### config.mk
export PLATFORM = sky130hd
export DESIGN_NAME = pipe_stage_skid_param
export DESIGN_NICKNAME = d
export VERILOG_FILES = /design/src/rtl/pipe_pkg.sv /design/src/rtl/pipe_data_reg.sv /design/src/rtl/pipe_stage_skid_param.sv
export SDC_FILE = /design/constraint.sdc
export NUM_CORES = 1
export LEC_CHECK = 0
export ABC_AREA = 0
export BUFFER_PORTS_ARGS = -buffer_cell sky130_fd_sc_hd__buf_2
export CAP_MARGIN = 20
export CORE_UTILIZATION = 48
export DETAILED_ROUTE_END_ITERATION = 8
export GPL_ROUTABILITY_DRIVEN = 0
export PLACE_DENSITY_LB_ADDON = 0.25
export SYNTH_ARGS = -nofsm -noshare
export SYNTH_HDL_FRONTEND = slang
export SYNTH_HIERARCHICAL = 1
export SYNTH_SLANG_ARGS = --single-unit
### constraint.sdc
create_clock -name clk -period 1.64 [get_ports clk]
set_clock_uncertainty 0.2 [all_clocks]
set_input_delay 0.328 -clock clk [delete_from_list [all_inputs] [get_ports clk]]
set_output_delay 0.328 -clock clk [all_outputs]
set_load 0.01 [all_outputs]
### src/rtl/pipe_pkg.sv
// Shared pipeline-stage constants: occupancy encoding reused by the
// hazard unit (EMPTY/BUSY/FULL == entries held).
package pipe_pkg;

    localparam int OCC_W = 2;

    typedef logic [OCC_W-1:0] occ_t;

    localparam occ_t ST_EMPTY = 2'd0;
    localparam occ_t ST_BUSY  = 2'd1;
    localparam occ_t ST_FULL  = 2'd2;

endpackage

### src/rtl/pipe_data_reg.sv
// Payload register with load enable and synchronous clear.
// Ports: clk_i, rst_i/clr_i (load RESET_VALUE), ld_i, d_i, q_o.
module pipe_data_reg #(
    parameter int               WIDTH       = 32,
    parameter logic [WIDTH-1:0] RESET_VALUE = '0
) (
    input  logic             clk_i,
    input  logic             rst_i,
    input  logic             clr_i,
    input  logic             ld_i,
    input  logic [WIDTH-1:0] d_i,
    output logic [WIDTH-1:0] q_o
);

    logic [WIDTH-1:0] data_q;

    always_ff @(posedge clk_i) begin
        if (rst_i || clr_i) begin
            data_q <= RESET_VALUE;
        end else if (ld_i) begin
            data_q <= d_i;
        end
    end

    assign q_o = data_q;

endmodule

### src/rtl/pipe_stage_skid_param.sv
// Elastic pipeline stage: valid/ready in and out, one-entry skid buffer,
// registered in_ready, synchronous flush and occupancy reporting.
// Ports: clk, rst, flush; in_valid/in_ready/in_data upstream;
//        out_valid/out_ready/out_data downstream; occupancy (0..2).
module pipe_stage_skid_param
    import pipe_pkg::*;
#(
    parameter int               WIDTH          = 32,
    parameter logic [WIDTH-1:0] RESET_VALUE    = '0,
    parameter bit               CLEAR_ON_FLUSH = 1'b1
) (
    input  logic             clk,
    input  logic             rst,
    input  logic             flush,
    input  logic             in_valid,
    output logic             in_ready,
    input  logic [WIDTH-1:0] in_data,
    output logic             out_valid,
    input  logic             out_ready,
    output logic [WIDTH-1:0] out_data,
    output logic [OCC_W-1:0] occupancy
);

    occ_t             state_q;
    occ_t             state_d;
    logic             main_ld;
    logic             main_sel_skid;
    logic             skid_ld;
    logic             clr;
    logic [WIDTH-1:0] main_d;
    logic [WIDTH-1:0] main_q;
    logic [WIDTH-1:0] skid_q;

    always_ff @(posedge clk) begin
        if (rst) begin
            state_q <= ST_EMPTY;
        end else begin
            state_q <= state_d;
        end
    end

    always_comb begin
        state_d       = state_q;
        main_ld       = 1'b0;
        main_sel_skid = 1'b0;
        skid_ld       = 1'b0;
        unique case (state_q)
            ST_EMPTY: begin
                if (in_valid) begin
                    main_ld = 1'b1;
                    state_d = ST_BUSY;
                end
            end
            ST_BUSY: begin
                if (in_valid && out_ready) begin
                    main_ld = 1'b1;
                end else if (in_valid) begin
                    skid_ld = 1'b1;
                    state_d = ST_FULL;
                end else if (out_ready) begin
                    state_d = ST_EMPTY;
                end
            end
            ST_FULL: begin
                // in_ready is low here, so only the skid drains forward
                if (out_ready) begin
                    main_ld       = 1'b1;
                    main_sel_skid = 1'b1;
                    state_d       = ST_BUSY;
                end
            end
            default: state_d = ST_EMPTY;
        endcase
        // flush drops everything held plus any beat accepted this cycle
        if (flush) begin
            state_d = ST_EMPTY;
            main_ld = 1'b0;
            skid_ld = 1'b0;
        end
    end

    always_comb begin
        out_valid = (state_q != ST_EMPTY);
        in_ready  = (state_q != ST_FULL) && !rst;
        occupancy = state_q;
    end

    assign main_d = main_sel_skid ? skid_q : in_data;
    assign clr    = flush && CLEAR_ON_FLUSH;

    pipe_data_reg #(
        .WIDTH       (WIDTH),
        .RESET_VALUE (RESET_VALUE)
    ) u_main (
        .clk_i (clk),
        .rst_i (rst),
        .clr_i (clr),
        .ld_i  (main_ld),
        .d_i   (main_d),
        .q_o   (main_q)
    );

    pipe_data_reg #(
        .WIDTH       (WIDTH),
        .RESET_VALUE (RESET_VALUE)
    ) u_skid (
        .clk_i (clk),
        .rst_i (rst),
        .clr_i (clr),
        .ld_i  (skid_ld),
        .d_i   (in_data),
        .q_o   (skid_q)
    );

    assign out_data = main_q;

endmodule

Word level (Yosys, flattened, before mapping). Index checks and enable logic that the tools add are counted.

Mux-type cells: 16. Reduce and logical (&&, ||, !) cells: 8. Eq/ne operators: 7.

Operator list (number): $mux W32 (1); $mux W2 (5); $mux W1 (8); $ne A2 B2 Y1 const B (4); $pmux W2 S3 (1); $reduce_and A4 Y1 (1); $ne A3 B3 Y1 const B (1); $pmux W1 S3 (1); $eq A2 B1 Y1 const B (1); $eq A2 B2 Y1 const B (1); $logic_and A1 B1 Y1 (2); $logic_not A2 Y1 (1); $reduce_bool A2 Y1 (1); $reduce_or A2 Y1 (1); $logic_not A1 Y1 (1); $logic_or A1 B1 Y1 (1).

Logic and storage cells: 34. Flip-flop bits (word level): 66. Input port bits: 37.

Depth between registers and ports, before layout. Gate-level depths: netlist (run 1).

Depth in word-level cells: 4. Mapped depth: 8. Mapped depth without buffers: 5.

Cells and area by module. Netlist (run 1), hierarchy kept.

Modules (own cells, without submodules): pipe_data_reg (area an instance 1156.1 sq um, times used 2, cells an instance 105); pipe_stage_skid_param (area an instance 635.6 sq um, times used 1, cells an instance 50).

Least setup slack after synthesis (run 1). No wires, ideal clock.

Kind: reg-to-reg. Start point: register state_q[1] (netlist: occupancy[1]). End point: register u_main.data_q[0] (netlist: u_main/q_o[0]). Clock period less this slack: 1.840 ns. Path slack: -0.200 ns. Path buffers: 3. Required time: 1.326 ns. Stages on the path, launching flop included: 9. Data arrival time: 1.526 ns. Cell sequence: dfxtp_1 nor2b_4 nand2_4 buf_6 a21oi_1 buf_4 buf_4 mux2i_1 nor2_1.

Cells in the longest elaborated chain, start to end: 3. Elaborated cells on any way between the ends: 7. Classes of those cells: 2 x eq/ne; 4 x mux; 1 x reduce/logical.

Ends and longest elaborated chain: start: declaration (RTL line pipe_stage_skid_param.sv:24) `occ_t state_q;`; start signal: assignment (RTL line pipe_stage_skid_param.sv:38) `state_q <= state_d;`; $eq A2 B2 Y1 (tied with other cells) (RTL line pipe_stage_skid_param.sv:47) `unique case (state_q)`; $pmux W1 S3 * (RTL line pipe_stage_skid_param.sv:47); $mux W1 * (RTL line pipe_stage_skid_param.sv:75) `if (flush) begin`; via main_ld (RTL line pipe_stage_skid_param.sv:26) `logic main_ld;`; end signal: assignment (RTL line pipe_data_reg.sv:21) `data_q <= d_i;`; end: declaration (RTL line pipe_data_reg.sv:15) `logic [WIDTH-1:0] data_q;`.

The timed path passes the listed nets; every way through them passes the cells marked *. A chain may end at the register's enable or synchronous reset.

Worst setup path in the final report (run 1).
Start point: register state_q[1] (netlist: occupancy[1]). End point: register u_main.data_q[25] (netlist: u_main/q_o[25]).

Same word-level chain as after synthesis.

==> results of run 1 <==
## Yosys cell counts, drive strengths merged
cell type,count,area (µm²)
nor2b,2,20.0
a21oi,2,10.0
buf,17,161
nand2,2,15.0
or2,3,18.8
or3,1,6.26
a311oi,1,15.0
nor4,1,6.26
nor2,65,244
mux2,32,465
nand2b,1,6.26
clkbuf,2,10.0
nor3b,1,7.51
mux2i,64,641
dfxtp,66,1320
## kinds of logic (layout without fill, tap and decap cells)
kind of cell / after synthesis / count (layout) / share of synthesized area (%)
compound gates: 3 / 3 / 0.849
mux: 96 / 96 / 37.5
simple gates: 76 / 76 / 11.0
flops: 66 / 66 / 44.8
buf+inv: 19 / 118 / 5.82
## routing by layer
layer / vias to the layer above / GRT usage (%) / share of wire, %
met5: - / 0 / 0
met4: 0 / 6.07 / 0.78
met3: 5 / 7.05 / 5.0
met2: 54 / 29.7 / 48
met1: 1030 / 21.7 / 46
li1: 1070 / - / -
## through the flow
stage	setup WS, ns	utilization (%)	area [µm²]	hold slack (ns)
after floorplan	-0.0849	-	2980	0.196
after global placement	-0.141	58.6	3470	0.265
after detailed placement	-0.165	58.6	3470	0.277
after CTS	-0.0610	62.4	3690	0.00775
after global routing	-0.185	64.6	3820	0.0247
final	-0.116	64.6	3820	0.0338
## sequential cells by signal, indices dropped and copies added, names as in the netlist
signal	flops
u_skid/q_o	32
u_main/q_o	32
occupancy	2
## worst max-delay path by stage
stage / start / end / slack [ns] / cells after the start
2_1_floorplan: occupancy[1]$_SDFFE_PP0P_ / u_main/q_o[0]$_SDFFE_PP0P_ / -0.08 / 8
6_report: occupancy[1]$_SDFFE_PP0P_ / u_main/q_o[25]$_SDFFE_PP0P_ / -0.12 / 7
5_1_grt: occupancy[1]$_SDFFE_PP0P_ / u_main/q_o[17]$_SDFFE_PP0P_ / -0.19 / 7
4_1_cts: occupancy[1]$_SDFFE_PP0P_ / in_ready / -0.06 / 4
3_5_place_dp: out_ready / u_skid/q_o[3]$_SDFFE_PP0P_ / -0.16 / 7
3_3_place_gp: out_ready / u_skid/q_o[19]$_SDFFE_PP0P_ / -0.14 / 6
## power groups by stage
| stage | clock, mW | sequential (mW) | combinational [mW] |
|---|---|---|---|
| floorplan | 0 | 1.68 | 0.200 |
| global placement | 0 | 1.67 | 0.306 |
| detailed placement | 0 | 1.67 | 0.308 |
| CTS | 1.16 | 1.63 | 0.317 |
| global route | 1.25 | 1.64 | 0.378 |
| finish | 1.14 | 1.63 | 0.350 |
## what timing repair did
item                       4_1_cts  5_1_grt
hold endpoints to repair         1        0
setup endpoints to repair       62       66
resized for setup               10        7
pin swaps                        0        5
gates cloned                     0        3
setup buffers                    3        3
hold buffers                     1        0
## cell type report
type	count	area, µm²
clock buffer	9	124
clock inverter	6	35.0
fill	502	2100
multi-input combinational	175	1490
sequential	66	1330
tap	75	93.8
timing repair buffer	103	753
## critical path, cell delays in order, from the launching register on
cell	delay, ns
dfxtp_2	0.36
nor2b_4	0.20
nand2_4	0.13
a21oi_4	0.19
buf_12	0.15
clkbuf_16	0.15
mux2i_1	0.19
nor2_1	0.05
==> impl_metrics.py, run 1 <==
metrics = {
    "sta": {
        "worst_slew_pin_slew_ns": 0.280,
        "post-route-period-util_pct": 107,
        "period_needed_ns": 1.76,
        "max_slew_margin_pct": 81.3,
        "fin_ws_ns": -0.116,
        "final_max_slew_viol_count": 0,
        "fmaxAchievable_mhz": 570,
        "final_hold_viol_count": 0,
        "final.setup.tns_ns": -3.44,
        "rsz0062_at_grt": "true",
        "finalSetupViolations": 51,
    },
    "min_path": {
        "hp-start": "in_data[6]",
        "hold_path_depth": 3,
        "worstHoldEndpoint": "u_skid/q_o[6]$_SDFFE_PP0P_",
        "hp-class": "input pin to flip-flop",
    },
    "critical_path": {
        "r2r_slack_ns": -0.12,
        "crit_arrival_ns": 1.78,
        "worst_r2r_path_depth": 7,
        "cp-start-kind": "flip-flop",
        "r2r-start": "occupancy[1]$_SDFFE_PP0P_",
        "reg2reg_to": "u_main/q_o[25]$_SDFFE_PP0P_",
        "required_ns": 1.66,
        "crit_fanout": 6,
        "worst-setup-path-type": "flip-flop to flip-flop",
        "endpoint_kind": "flip-flop",
    },
    "layout": {
        "stdcell_count": 434,
        "mostFrequentLayoutCell": "buf_2",
        "nets": 392,
        "diodes": 0,
        "drive_gt1_share_pct": 44.3,
        "layout_common_cells": "70 x buf_2, 64 x nor2_1, 64 x dfxtp_1",
        "area_growth_pct": 29.7,
    },
    "power": {
        "net-switching-power_mw": 0.775,
        "combPwrFrac_pct": 11.2,
        "power_mw": 3.13,
        "p_per_area_mw_per_mm2": 818,
        "clockPowerShare_pct": 36.5,
        "intPower_mw": 2.35,
        "p_leak_nw": 1.70,
        "p_seq_share_pct": 52.3,
        "irDropWorstVdd_mv": 0.582,
        "swShare_pct": 24.8,
    },
    "synthesis": {
        "avgSynthCellArea_um2": 11.3,
        "synthDistinctLibCells": 20,
        "seq_area_frac_synth_pct": 44.8,
        "synth_cells": 260,
        "synth_area_mm2": 0.00295,
        "ys_seq_elements": 66,
        "ys_warn_count": 6,
        "syn_nets": 297,
    },
    "run_status": {
        "violations": "negative setup slack",
        "status": "finished with violations",
    },
    "clocking": {
        "clk_transition_reported_paths_ns": 0.07,
        "htree_num_levels": 3,
        "cts_buffers": 9,
        "root_buffer": "clkbuf_8",
        "clockBufferDepth": 2,
        "clkLatencyLatePin_ns": 0.34,
        "clkSinkCount": 66,
        "cts_tree": "done",
    },
    "floorplan": {
        "die_x_um": 80.4,
        "io_pins": 73,
        "core-area_mm2": 0.00592,
        "dieArea_mm2": 0.00646,
        "die_y_um": 80.4,
        "num_rows": 28,
        "start_util_pct": 49.8,
    },
    "routing": {
        "routedWlPerCell_um": 13.6,
        "drt_first_pass_iters": 4,
        "ant_nets": 0,
        "num_vias": 2159,
        "drt_wl_total_um": 5880,
        "route.detailed.drc": 0,
        "drt_iter0_markers": 58,
        "viasPerCell": 4.97,
    },
    "global_routing": {
        "antenna_found_initial": 0,
        "grt_pass1_wl_um": 8870,
        "grt_max_degree": 25,
        "grt_pass1_vias": 1949,
        "grt_overflow": 0,
        "grt_usage_pct": 18.2,
    },
    "flow_run": {
        "cap_viol_max_count": 0,
    },
    "place": {
        "hpwlAfterDp_um": 3780,
        "placedCellCount": 409,
        "io_buffers": 72,
    },
}
No activity file was read; power rests on OpenSTA's default activity.
==> inputs of run 2 (changes only) <==
Clock period 1.64 ns to 1.55 ns, I/O delays scaled along.
==> run 2 against run 1 <==
Net effect:
- the run still ends with negative setup slack left
- sequential share of layout area is 0.69 points lower
- routed wire length is 1.4% higher
- non-clock buffer count is 4 higher
- clock power is 19% higher
- combinational power is 5% higher
- global-route usage is 1.6 points higher
- first-iteration DRC count is 10% lower
- count of clock-buffer cells in the layout is 4 higher
- sequential power is 6% higher
- highest routed layer unchanged
==> impl_metrics.py, run 2 (same netlist as run 1, synthesis figures left out) <==
metrics = {
    "sta": {
        "fmaxAchievable_mhz": 585,
        "fin_ws_ns": -0.160,
        "period_needed_ns": 1.71,
        "worst_slew_pin_slew_ns": 0.291,
        "finalSetupViolations": 66,
        "final_hold_viol_count": 0,
        "final_max_slew_viol_count": 0,
        "rsz0062_at_grt": "true",
        "post-route-period-util_pct": 110,
        "max_slew_margin_pct": 80.6,
    },
    "layout": {
        "diodes": 0,
        "area_growth_pct": 32.3,
        "stdcell_count": 438,
        "mostFrequentLayoutCell": "buf_2",
        "nets": 396,
        "fin_util_pct": 65.9,
        "drive_gt1_share_pct": 44.9,
        "layout_common_cells": "71 x buf_2, 64 x nor2_1, 64 x dfxtp_1",
    },
    "critical_path": {
        "worst-setup-path-type": "flip-flop to flip-flop",
        "required_ns": 1.58,
        "cp-start-kind": "flip-flop",
        "crit_arrival_ns": 1.74,
        "crit_fanout": 7,
        "endpoint_kind": "flip-flop",
        "r2r_slack_ns": -0.16,
    },
    "place": {
        "placedCellCount": 412,
        "io_buffers": 72,
        "hpwlAfterDp_um": 3920,
    },
    "routing": {
        "routedWlPerCell_um": 13.6,
        "num_vias": 2139,
        "drt_wl_total_um": 5970,
        "drt_iter0_markers": 52,
        "ant_nets": 0,
        "viasPerCell": 4.88,
        "drt_first_pass_iters": 4,
        "route.detailed.drc": 0,
    },
    "floorplan": {
        "start_util_pct": 49.8,
        "num_rows": 28,
        "dieArea_mm2": 0.00646,
        "io_pins": 73,
        "die_y_um": 80.4,
        "core-area_mm2": 0.00592,
        "die_x_um": 80.4,
    },
    "clocking": {
        "clkLatencyLatePin_ns": 0.33,
        "htree_num_levels": 3,
        "cts_buffers": 9,
        "clk_transition_reported_paths_ns": 0.07,
        "clockBufferDepth": 2,
        "clkSinkCount": 66,
        "cts_tree": "done",
        "root_buffer": "clkbuf_8",
    },
    "global_routing": {
        "grt_overflow": 0,
        "grt_max_degree": 26,
        "antenna_found_initial": 0,
        "grt_usage_pct": 19.8,
        "grt_pass1_wl_um": 9550,
        "grt_pass1_vias": 2082,
    },
    "flow_run": {
        "cap_viol_max_count": 0,
    },
    "power": {
        "p_per_area_mw_per_mm2": 886,
        "p_leak_nw": 1.75,
        "irDropWorstVdd_mv": 0.538,
    },
    "min_path": {
        "hp-class": "input pin to flip-flop",
    },
    "run_status": {
        "status": "finished with violations",
        "violations": "negative setup slack",
    },
}
==> run 2: changes by cell type in the layout (fill, tap and decap cells not counted), moves of 2 or more <==
cell and delta:
clkbuf_8 +4, clkinv_2 -2, dlygate4sd3_1 +2, clkinvlp_4 -2
==> run 2: area by class of cell <==
cell class                 count  area (µm²)
fill                         486        2020
tap                           75        93.8
clock inverter                 2        10.0
sequential                    66        1330
timing repair buffer         107         796
multi-input combinational    175        1500
clock buffer                  13         179
==> run 2: worst paths after layout <==
path | cells past startpoint | from | end
hold / removal | 3 | in_data[10] | u_skid/q_o[10]$_SDFFE_PP0P_
setup reg to reg | 7 | occupancy[1]$_SDFFE_PP0P_ | u_main/q_o[0]$_SDFFE_PP0P_
setup / recovery | 7 | occupancy[1]$_SDFFE_PP0P_ | u_main/q_o[0]$_SDFFE_PP0P_
hold reg to reg | 2 | u_main/q_o[20]$_SDFFE_PP0P_ | u_main/q_o[20]$_SDFFE_PP0P_
==> run 2: power breakdown <==
group | internal [mW] | switching, mW | total (mW) | leakage [nW]
Sequential | 1.72 | 0.0129 | 1.73 | 0.534
Clock | 0.742 | 0.616 | 1.36 | 0.101
Combinational | 0.211 | 0.157 | 0.368 | 1.11
Total | 2.67 | 0.786 | 3.46 | 1.75
==> run 2: through the flow <==
stage	setup TNS (ns)	worst slack (ns)	power (mW)	area [µm²]	hold slack (ns)
2_1_floorplan	-5.30	-0.175	1.99	3000	0.170
3_3_place_gp	-10.88	-0.210	2.10	3500	0.265
3_5_place_dp	-12.03	-0.239	2.10	3500	0.277
4_1_cts	-3.96	-0.134	3.48	3840	0.0196
5_1_grt	-11.56	-0.233	3.61	3900	0.0204
6_report	-5.73	-0.160	3.46	3900	0.0277
==> run 2: repair_timing <==
item | in CTS | in global routing
gates cloned | 1 | 1
setup endpoints to repair | 66 | 66
buffers inserted | 3 | 3
gates resized for setup | 18 | 3
endpoints found under the hold margin | 2 | 0
hold buffers | 3 | 0
==> run 2: critical path, cell delays in order (launching register included) <==
cell and delay (ns):
dfxtp_2 0.36, nor2b_4 0.18, nand2_4 0.12, a21oi_4 0.21
buf_4 0.16, clkbuf_16 0.14, mux2i_1 0.19, nor2_1 0.06
==> run 2: layer usage <==
metal / vias to the layer above / global-route usage [%] / wire (µm)
li1: 1074 / - / -
met1: 1005 / 22.5 / 2640
met2: 51 / 33.7 / 2950
met3: 9 / 5.57 / 277
met4: 0 / 10.0 / 97
met5: - / 0 / 0
